==> config.mk <==
export PLATFORM = sky130hd
export DESIGN_NAME = mem_port_arbiter_flat
export DESIGN_NICKNAME = d
export VERILOG_FILES = /design/src/rtl/mem_port_arbiter_if.sv /design/src/rtl/mem_port_arbiter.sv /design/src/flat_wrapper.sv
export SDC_FILE = /design/constraint.sdc
export NUM_CORES = 1
export LEC_CHECK = 0
export CELL_PAD_IN_SITES_DETAIL_PLACEMENT = 1
export CELL_PAD_IN_SITES_GLOBAL_PLACEMENT = 1
export CORE_ASPECT_RATIO = 0.75
export CORE_MARGIN = 10
export CORE_UTILIZATION = 31
export DETAILED_ROUTE_END_ITERATION = 10
export HOLD_SLACK_MARGIN = 0.02
export PLACE_DENSITY_LB_ADDON = 0.1
export SYNTH_ARGS = -nofsm -noshare
export SYNTH_HDL_FRONTEND = slang
export SYNTH_SLANG_ARGS = --single-unit
==> constraint.sdc <==
create_clock -name clk -period 3.6 [get_ports clk]
set_input_delay 0.36 -clock clk [delete_from_list [all_inputs] [get_ports clk]]
set_output_delay 0.36 -clock clk [all_outputs]
set_load 0.01 [all_outputs]
==> src/rtl/mem_port_arbiter_if.sv <==
// Bus bundle for the shared RAM port: CPU side, SPI request side and RAM port A.
interface mem_port_arbiter_if #(
  parameter int unsigned ADDR_W = 16,
  parameter int unsigned DATA_W = 8
);
  // CPU side
  logic              cpu_mreq_n;
  logic              cpu_wr_n;
  logic [ADDR_W-1:0] cpu_addr;
  logic [DATA_W-1:0] cpu_dout;
  logic              cpu_wait_n;
  logic              loading;
  // SPI request side
  logic              spi_wr;
  logic              spi_rd;
  logic [ADDR_W-1:0] spi_addr;
  logic [DATA_W-1:0] spi_din;
  logic [DATA_W-1:0] spi_dout;
  logic              spi_rd_valid;
  logic              spi_busy;
  logic              spi_overflow;
  // RAM port A
  logic              ram_we;
  logic [ADDR_W-1:0] ram_addr;
  logic [DATA_W-1:0] ram_din;
  logic [DATA_W-1:0] ram_dout;

  // Arbiter side
  modport slave (
    input  cpu_mreq_n, cpu_wr_n, cpu_addr, cpu_dout, loading,
    input  spi_wr, spi_rd, spi_addr, spi_din, ram_dout,
    output cpu_wait_n, spi_dout, spi_rd_valid, spi_busy, spi_overflow,
    output ram_we, ram_addr, ram_din
  );

  // Environment side (CPU, SPI engine, RAM)
  modport master (
    output cpu_mreq_n, cpu_wr_n, cpu_addr, cpu_dout, loading,
    output spi_wr, spi_rd, spi_addr, spi_din, ram_dout,
    input  cpu_wait_n, spi_dout, spi_rd_valid, spi_busy, spi_overflow,
    input  ram_we, ram_addr, ram_din
  );
endinterface

==> src/rtl/mem_port_arbiter.sv <==
// Shares RAM port A between the CPU and a one-deep SPI request buffer. SPI accesses steal
// idle CPU cycles; after MAX_WAIT busy cycles the CPU is stalled to force the access.
module mem_port_arbiter #(
  parameter int unsigned ADDR_W   = 16,
  parameter int unsigned DATA_W   = 8,
  parameter int unsigned MAX_WAIT = 8
) (
  input logic             clk,
  input logic             reset,
  mem_port_arbiter_if.slave bus
);

  localparam int unsigned CntW = (MAX_WAIT > 1) ? $clog2(MAX_WAIT) : 1;
  localparam logic [CntW-1:0] WaitLast = CntW'(MAX_WAIT - 1);

  typedef enum logic [1:0] {StIdle, StStall, StAccess, StRdata} state_e;

  state_e            state_q;
  logic              pend_valid_q;
  logic              pend_wr_q;
  logic [ADDR_W-1:0] pend_addr_q;
  logic [DATA_W-1:0] pend_data_q;
  logic [CntW-1:0]   wait_cnt_q;
  logic              overflow_q;
  logic [DATA_W-1:0] spi_dout_q;
  logic              spi_req;
  logic              spi_busy;

  assign spi_req  = bus.spi_wr | bus.spi_rd;
  assign spi_busy = pend_valid_q | (state_q != StIdle);

  // Request buffer capture, overflow tracking and arbitration FSM.
  always_ff @(posedge clk) begin
    if (reset) begin
      state_q      <= StIdle;
      pend_valid_q <= 1'b0;
      pend_wr_q    <= 1'b0;
      pend_addr_q  <= '0;
      pend_data_q  <= '0;
      wait_cnt_q   <= '0;
      overflow_q   <= 1'b0;
      spi_dout_q   <= '0;
    end else begin
      // spi_wr has priority; a simultaneous read is silently discarded.
      if (spi_req) begin
        if (!spi_busy) begin
          pend_valid_q <= 1'b1;
          pend_wr_q    <= bus.spi_wr;
          pend_addr_q  <= bus.spi_addr;
          pend_data_q  <= bus.spi_din;
        end else begin
          overflow_q <= 1'b1;
        end
      end
      unique case (state_q)
        StIdle: begin
          if (pend_valid_q) begin
            if (bus.loading || bus.cpu_mreq_n) begin
              state_q    <= StAccess;
              wait_cnt_q <= '0;
            end else if (wait_cnt_q == WaitLast) begin
              state_q <= StStall;
            end else begin
              wait_cnt_q <= wait_cnt_q + 1'b1;
            end
          end
        end
        StStall: begin
          state_q    <= StAccess;
          wait_cnt_q <= '0;
        end
        StAccess: begin
          pend_valid_q <= 1'b0;
          state_q      <= pend_wr_q ? StIdle : StRdata;
        end
        StRdata: begin
          spi_dout_q <= bus.ram_dout;
          state_q    <= StIdle;
        end
        default: state_q <= StIdle;
      endcase
    end
  end

  // RAM port mux and CPU wait; the SPI request only reaches ram_we during ACCESS.
  always_comb begin
    bus.ram_addr   = bus.cpu_addr;
    bus.ram_din    = bus.cpu_dout;
    bus.ram_we     = !bus.cpu_mreq_n & !bus.cpu_wr_n & !bus.loading;
    bus.cpu_wait_n = 1'b1;
    unique case (state_q)
      StStall: begin
        bus.ram_we     = 1'b0;
        bus.cpu_wait_n = 1'b0;
      end
      StAccess: begin
        bus.ram_addr   = pend_addr_q;
        bus.ram_din    = pend_data_q;
        bus.ram_we     = pend_wr_q;
        bus.cpu_wait_n = bus.cpu_mreq_n;
      end
      default: ;
    endcase
    // An access caught by reset is abandoned before it can write.
    if (reset) begin
      bus.ram_we     = 1'b0;
      bus.cpu_wait_n = 1'b1;
    end
  end

  // Read data is forwarded straight from the RAM's output register during RDATA so it lines
  // up with spi_rd_valid, and held in spi_dout_q afterwards.
  always_comb begin
    bus.spi_rd_valid = (state_q == StRdata) & !reset;
    bus.spi_dout     = bus.spi_rd_valid ? bus.ram_dout : spi_dout_q;
    bus.spi_busy     = spi_busy;
    bus.spi_overflow = overflow_q;
  end

endmodule

==> src/flat_wrapper.sv <==
// flat-port wrapper written by rule: the top's interface ports become plain ports
module mem_port_arbiter_flat 
#(
  parameter int unsigned ADDR_W   = 16,
  parameter int unsigned DATA_W   = 8,
  parameter int unsigned MAX_WAIT = 8
)
  (clk, reset, bus_cpu_mreq_n, bus_cpu_wr_n, bus_cpu_addr, bus_cpu_dout, bus_loading, bus_spi_wr, bus_spi_rd, bus_spi_addr, bus_spi_din, bus_ram_dout, bus_cpu_wait_n, bus_spi_dout, bus_spi_rd_valid, bus_spi_busy, bus_spi_overflow, bus_ram_we, bus_ram_addr, bus_ram_din);
  mem_port_arbiter_if #(.ADDR_W(ADDR_W), .DATA_W(DATA_W)) bus_i ();
  input logic clk;
  input logic reset;
  input wire logic [$bits(bus_i.cpu_mreq_n)-1:0] bus_cpu_mreq_n;
  input wire logic [$bits(bus_i.cpu_wr_n)-1:0] bus_cpu_wr_n;
  input wire logic [$bits(bus_i.cpu_addr)-1:0] bus_cpu_addr;
  input wire logic [$bits(bus_i.cpu_dout)-1:0] bus_cpu_dout;
  input wire logic [$bits(bus_i.loading)-1:0] bus_loading;
  input wire logic [$bits(bus_i.spi_wr)-1:0] bus_spi_wr;
  input wire logic [$bits(bus_i.spi_rd)-1:0] bus_spi_rd;
  input wire logic [$bits(bus_i.spi_addr)-1:0] bus_spi_addr;
  input wire logic [$bits(bus_i.spi_din)-1:0] bus_spi_din;
  input wire logic [$bits(bus_i.ram_dout)-1:0] bus_ram_dout;
  output wire logic [$bits(bus_i.cpu_wait_n)-1:0] bus_cpu_wait_n;
  output wire logic [$bits(bus_i.spi_dout)-1:0] bus_spi_dout;
  output wire logic [$bits(bus_i.spi_rd_valid)-1:0] bus_spi_rd_valid;
  output wire logic [$bits(bus_i.spi_busy)-1:0] bus_spi_busy;
  output wire logic [$bits(bus_i.spi_overflow)-1:0] bus_spi_overflow;
  output wire logic [$bits(bus_i.ram_we)-1:0] bus_ram_we;
  output wire logic [$bits(bus_i.ram_addr)-1:0] bus_ram_addr;
  output wire logic [$bits(bus_i.ram_din)-1:0] bus_ram_din;
  assign bus_i.cpu_mreq_n = bus_cpu_mreq_n;
  assign bus_i.cpu_wr_n = bus_cpu_wr_n;
  assign bus_i.cpu_addr = bus_cpu_addr;
  assign bus_i.cpu_dout = bus_cpu_dout;
  assign bus_i.loading = bus_loading;
  assign bus_i.spi_wr = bus_spi_wr;
  assign bus_i.spi_rd = bus_spi_rd;
  assign bus_i.spi_addr = bus_spi_addr;
  assign bus_i.spi_din = bus_spi_din;
  assign bus_i.ram_dout = bus_ram_dout;
  assign bus_cpu_wait_n = bus_i.cpu_wait_n;
  assign bus_spi_dout = bus_i.spi_dout;
  assign bus_spi_rd_valid = bus_i.spi_rd_valid;
  assign bus_spi_busy = bus_i.spi_busy;
  assign bus_spi_overflow = bus_i.spi_overflow;
  assign bus_ram_we = bus_i.ram_we;
  assign bus_ram_addr = bus_i.ram_addr;
  assign bus_ram_din = bus_i.ram_din;
  mem_port_arbiter #(.ADDR_W(ADDR_W), .DATA_W(DATA_W), .MAX_WAIT(MAX_WAIT)) u_core (.clk(clk), .reset(reset), .bus(bus_i));
endmodule
==> flow_summary.toml <==
[global_route]
grt_use_total_pct = 12.6
grt_pass1_vias = 2064
grt_max_degree = 43
grt_pass1_wl_um = 10700
grt_overflow_total = 0
grt_antenna_before_repair = 0

[place]
io_buffers = 99
place.gp.congestion = 0.754
hpwl_um = 4950

[clock_tree]
holdBufCountCts = 0
htree_levels = 2
cts_sinks = 40
clk_path_buf_depth = 2
tritoncts = "built"
path_clk_slew_ns = 0.08
cts_buffers = 5
clkLatencyLatePin_ns = 0.29
post_cts_buffers = 0
cts-root-buf = "clkbuf_8"
cts_resized = 0

[sta]
fin_crit_sh_pct = 86.4
final_max_slew_viol_count = 0
timing.setup.tns_ns = 0
worstMarginPinSlew_ns = 1.08
max_freq_mhz = 322
rsz0062_at_grt = "no"
min_period_ns = 3.11
setup_viol = 0
hold_viol_final = 0
final.setup_skew_ns = 0.00529
maxSlewHeadroom_pct = 28.1

[yosys]
syn_area_mm2 = 0.00201
syn-num-nets = 299
yosysUniqueCellTypes = 28
avgSynthCellArea_um2 = 8.79
yosysSeqAreaShare_pct = 39.8
netlist_instances = 229
synth-main-ff-cell = "dfxtp_1"
async_reset_ff_share_pct = 0
yosys_warnings = 0
synth_seq_cells = 40
synth_top_area_cell = "dfxtp_1"
synthTopCellsByArea = "dfxtp_1, mux2_2, nand2_1"
synth-edff-count = 0
netlist.area_leader.share_pct = 39.8

[setup_path]
critPathKind = "register to output port"
critical_path.startpoint_type = "register"
r2r-end = "u_core.pend_data_q[5]$_SDFFE_PP0P_"
required_ns = 3.24
r2r_cells = 7
path_max_fanout = 9
r2r_setup_slack_ns = 1.76
timing.critical_path.to_type = "output port"
arrival_ns = 2.75
rr_startpoint = "u_core.state_q[0]$_SDFFE_PP0P_"

[hold_path]
hold_path_depth = 2
worstHoldPathType = "register to register"
hold_end = "u_core.bus.spi_overflow$_SDFFE_PP0P_"
min_from = "u_core.bus.spi_overflow$_SDFFE_PP0P_"

[job]
drv_cap = 0

[finish]
drive_above_1_share_pct = 15.1
multi_input_area_mm2 = 0.00111
syn2layout_area_growth_pct = 56.2
n_fill_cell = 753
diodes = 0
final_nets = 393
regArea_um2 = 801

[power]
p_leak_nw = 1.19
peakVddDrop_uv = 385
power_mw = 1.87
power_per_cell_area_mw_per_mm2 = 595

[floorplan]
die_h_um = 89.8
start_util_pct = 31.9
die_area_mm2 = 0.0102
pin_count = 100
die_w_um = 113
row_count = 25
core_mm2 = 0.00632

[routing]
drt_iter0_drc = 45
drc = 0
routedWlPerCell_um = 15.8
routed_wl_um = 6410
dr.pass1.iters = 4
vias = 1912
via_per_inst = 4.72
postRouteAntennaNets = 0

[run_status]
run_status = "complete, no violations"
## how the worst max path moves through the flow
stage | startpoint | to | slack (ns) | cells after the start
floorplan | u_core.state_q[0]$_SDFFE_PP0P_ | bus_spi_dout[0] | 1.84 | 5
finish | u_core.state_q[1]$_SDFFE_PP0P_ | bus_spi_dout[7] | 0.49 | 4
CTS | u_core.state_q[1]$_SDFFE_PP0P_ | bus_spi_dout[7] | 0.44 | 4
global placement | u_core.state_q[0]$_SDFFE_PP0P_ | bus_spi_dout[3] | 0.84 | 4
global route | u_core.state_q[0]$_SDFFE_PP0P_ | bus_spi_dout[5] | 0.26 | 4
detailed placement | u_core.state_q[1]$_SDFFE_PP0P_ | bus_spi_dout[4] | 0.77 | 4
## metrics by stage
step	instances	util [%]	hold WS, ns	cell area, um2	setup slack, ns
after CTS	405	49.8	0.459	3140	0.440
after detailed placement	397	48.1	0.446	3040	0.771
final	405	49.8	0.450	3140	0.490
after global placement	397	48.1	0.437	3040	0.837
after global routing	405	49.8	0.479	3140	0.259
after floorplan	229	-	0.433	2010	1.84
## cells by family (layout without fill, tap and decap cells)
| group | Yosys count | count (layout) | synth area share (%) |
|---|---|---|---|
| AND/OR/NAND/NOR | 84 | 84 | 17.8 |
| flip-flops | 40 | 40 | 39.8 |
| AO/OA/AOI/OAI | 37 | 37 | 10.3 |
| adder cells (fa/ha/maj) | 7 | 7 | 4.35 |
| multiplexers | 42 | 42 | 22.9 |
| buffers and inverters | 19 | 114 | 4.85 |
## final cells by class
type	count	share of cell area [%]
multi-input combinational	170	35.5
timing repair buffer	101	31.8
sequential	40	25.5
tap	81	3.22
clock buffer	6	2.31
clock inverter	2	1.11
inverter	5	0.597
## layer usage
metal / GRT usage, % / up-vias / wire, um
met5: 0 / - / 0
met4: 3.16 / 0 / 50
met1: 16.4 / 884 / 3150
li1: - / 957 / -
met3: 5.31 / 5 / 525
met2: 18.6 / 66 / 2690
## sequential cells by signal, summed over array words and instances, names as in the netlist
signal and cells:
u_core.pend_valid_q 1, u_core.pend_addr_q 16, u_core.state_q 2, u_core.pend_wr_q 1, u_core.bus.spi_overflow 1, u_core.wait_cnt_q 3, u_core.spi_dout_q 8, u_core.pend_data_q 8
## power by group
part,internal [mW],switching [mW],leakage (nW)
clock network,0.206,0.154,0.0552
logic,0.467,0.447,0.805
registers,0.540,0.0582,0.328
## worst max-delay path, stage by stage, from the launching register on
cell and delay, ns:
dfxtp_1 0.39, ha_1 0.49, nor2b_1 0.68, mux2_2 0.41, clkdlybuf4s50_1 0.48
## cell usage after synthesis, drive strengths merged (5+ instances only)
cell	n
ha	7
nand2	51
nor2	17
clkbuf	5
dfxtp	40
buf	9
inv	5
nand3	7
a21oi	30
mux2i	10
mux2	32
## layout by cell type (no fill, tap or decap)
| cell type | Yosys | layout |
|---|---|---|
| ha_1 | 7 | 7 |
| nor2_1 | 16 | 16 |
| nor3_1 | 2 | 2 |
| nand3_1 | 7 | 7 |
| dfxtp_1 | 40 | 40 |
| a32oi_1 | 1 | 1 |
| nand2_1 | 51 | 51 |
| a22oi_1 | 1 | 1 |
| mux2i_1 | 10 | 10 |
| and2b_4 | 1 | 1 |
| a21o_1 | 1 | 1 |
| a21oi_1 | 28 | 28 |
| nand2b_1 | 3 | 3 |
| o21ai_0 | 2 | 2 |
| nand3b_1 | 1 | 1 |
| buf_2 | 6 | 1 |
| inv_1 | 4 | 4 |
| a21oi_2 | 2 | 2 |
| clkbuf_8 | 0 | 5 |
| clkbuf_1 | 5 | 1 |
| inv_2 | 1 | 1 |
| o21ai_2 | 1 | 1 |
| clkinv_2 | 0 | 1 |
| or3b_2 | 1 | 1 |
| clkdlybuf4s50_1 | 0 | 98 |
| nor2b_1 | 1 | 1 |
| mux2_2 | 32 | 32 |
| bufinv_16 | 0 | 1 |
| nor2_4 | 1 | 1 |
| buf_4 | 1 | 2 |
| o31ai_1 | 1 | 1 |
No activity file was read; power rests on OpenSTA's default activity.
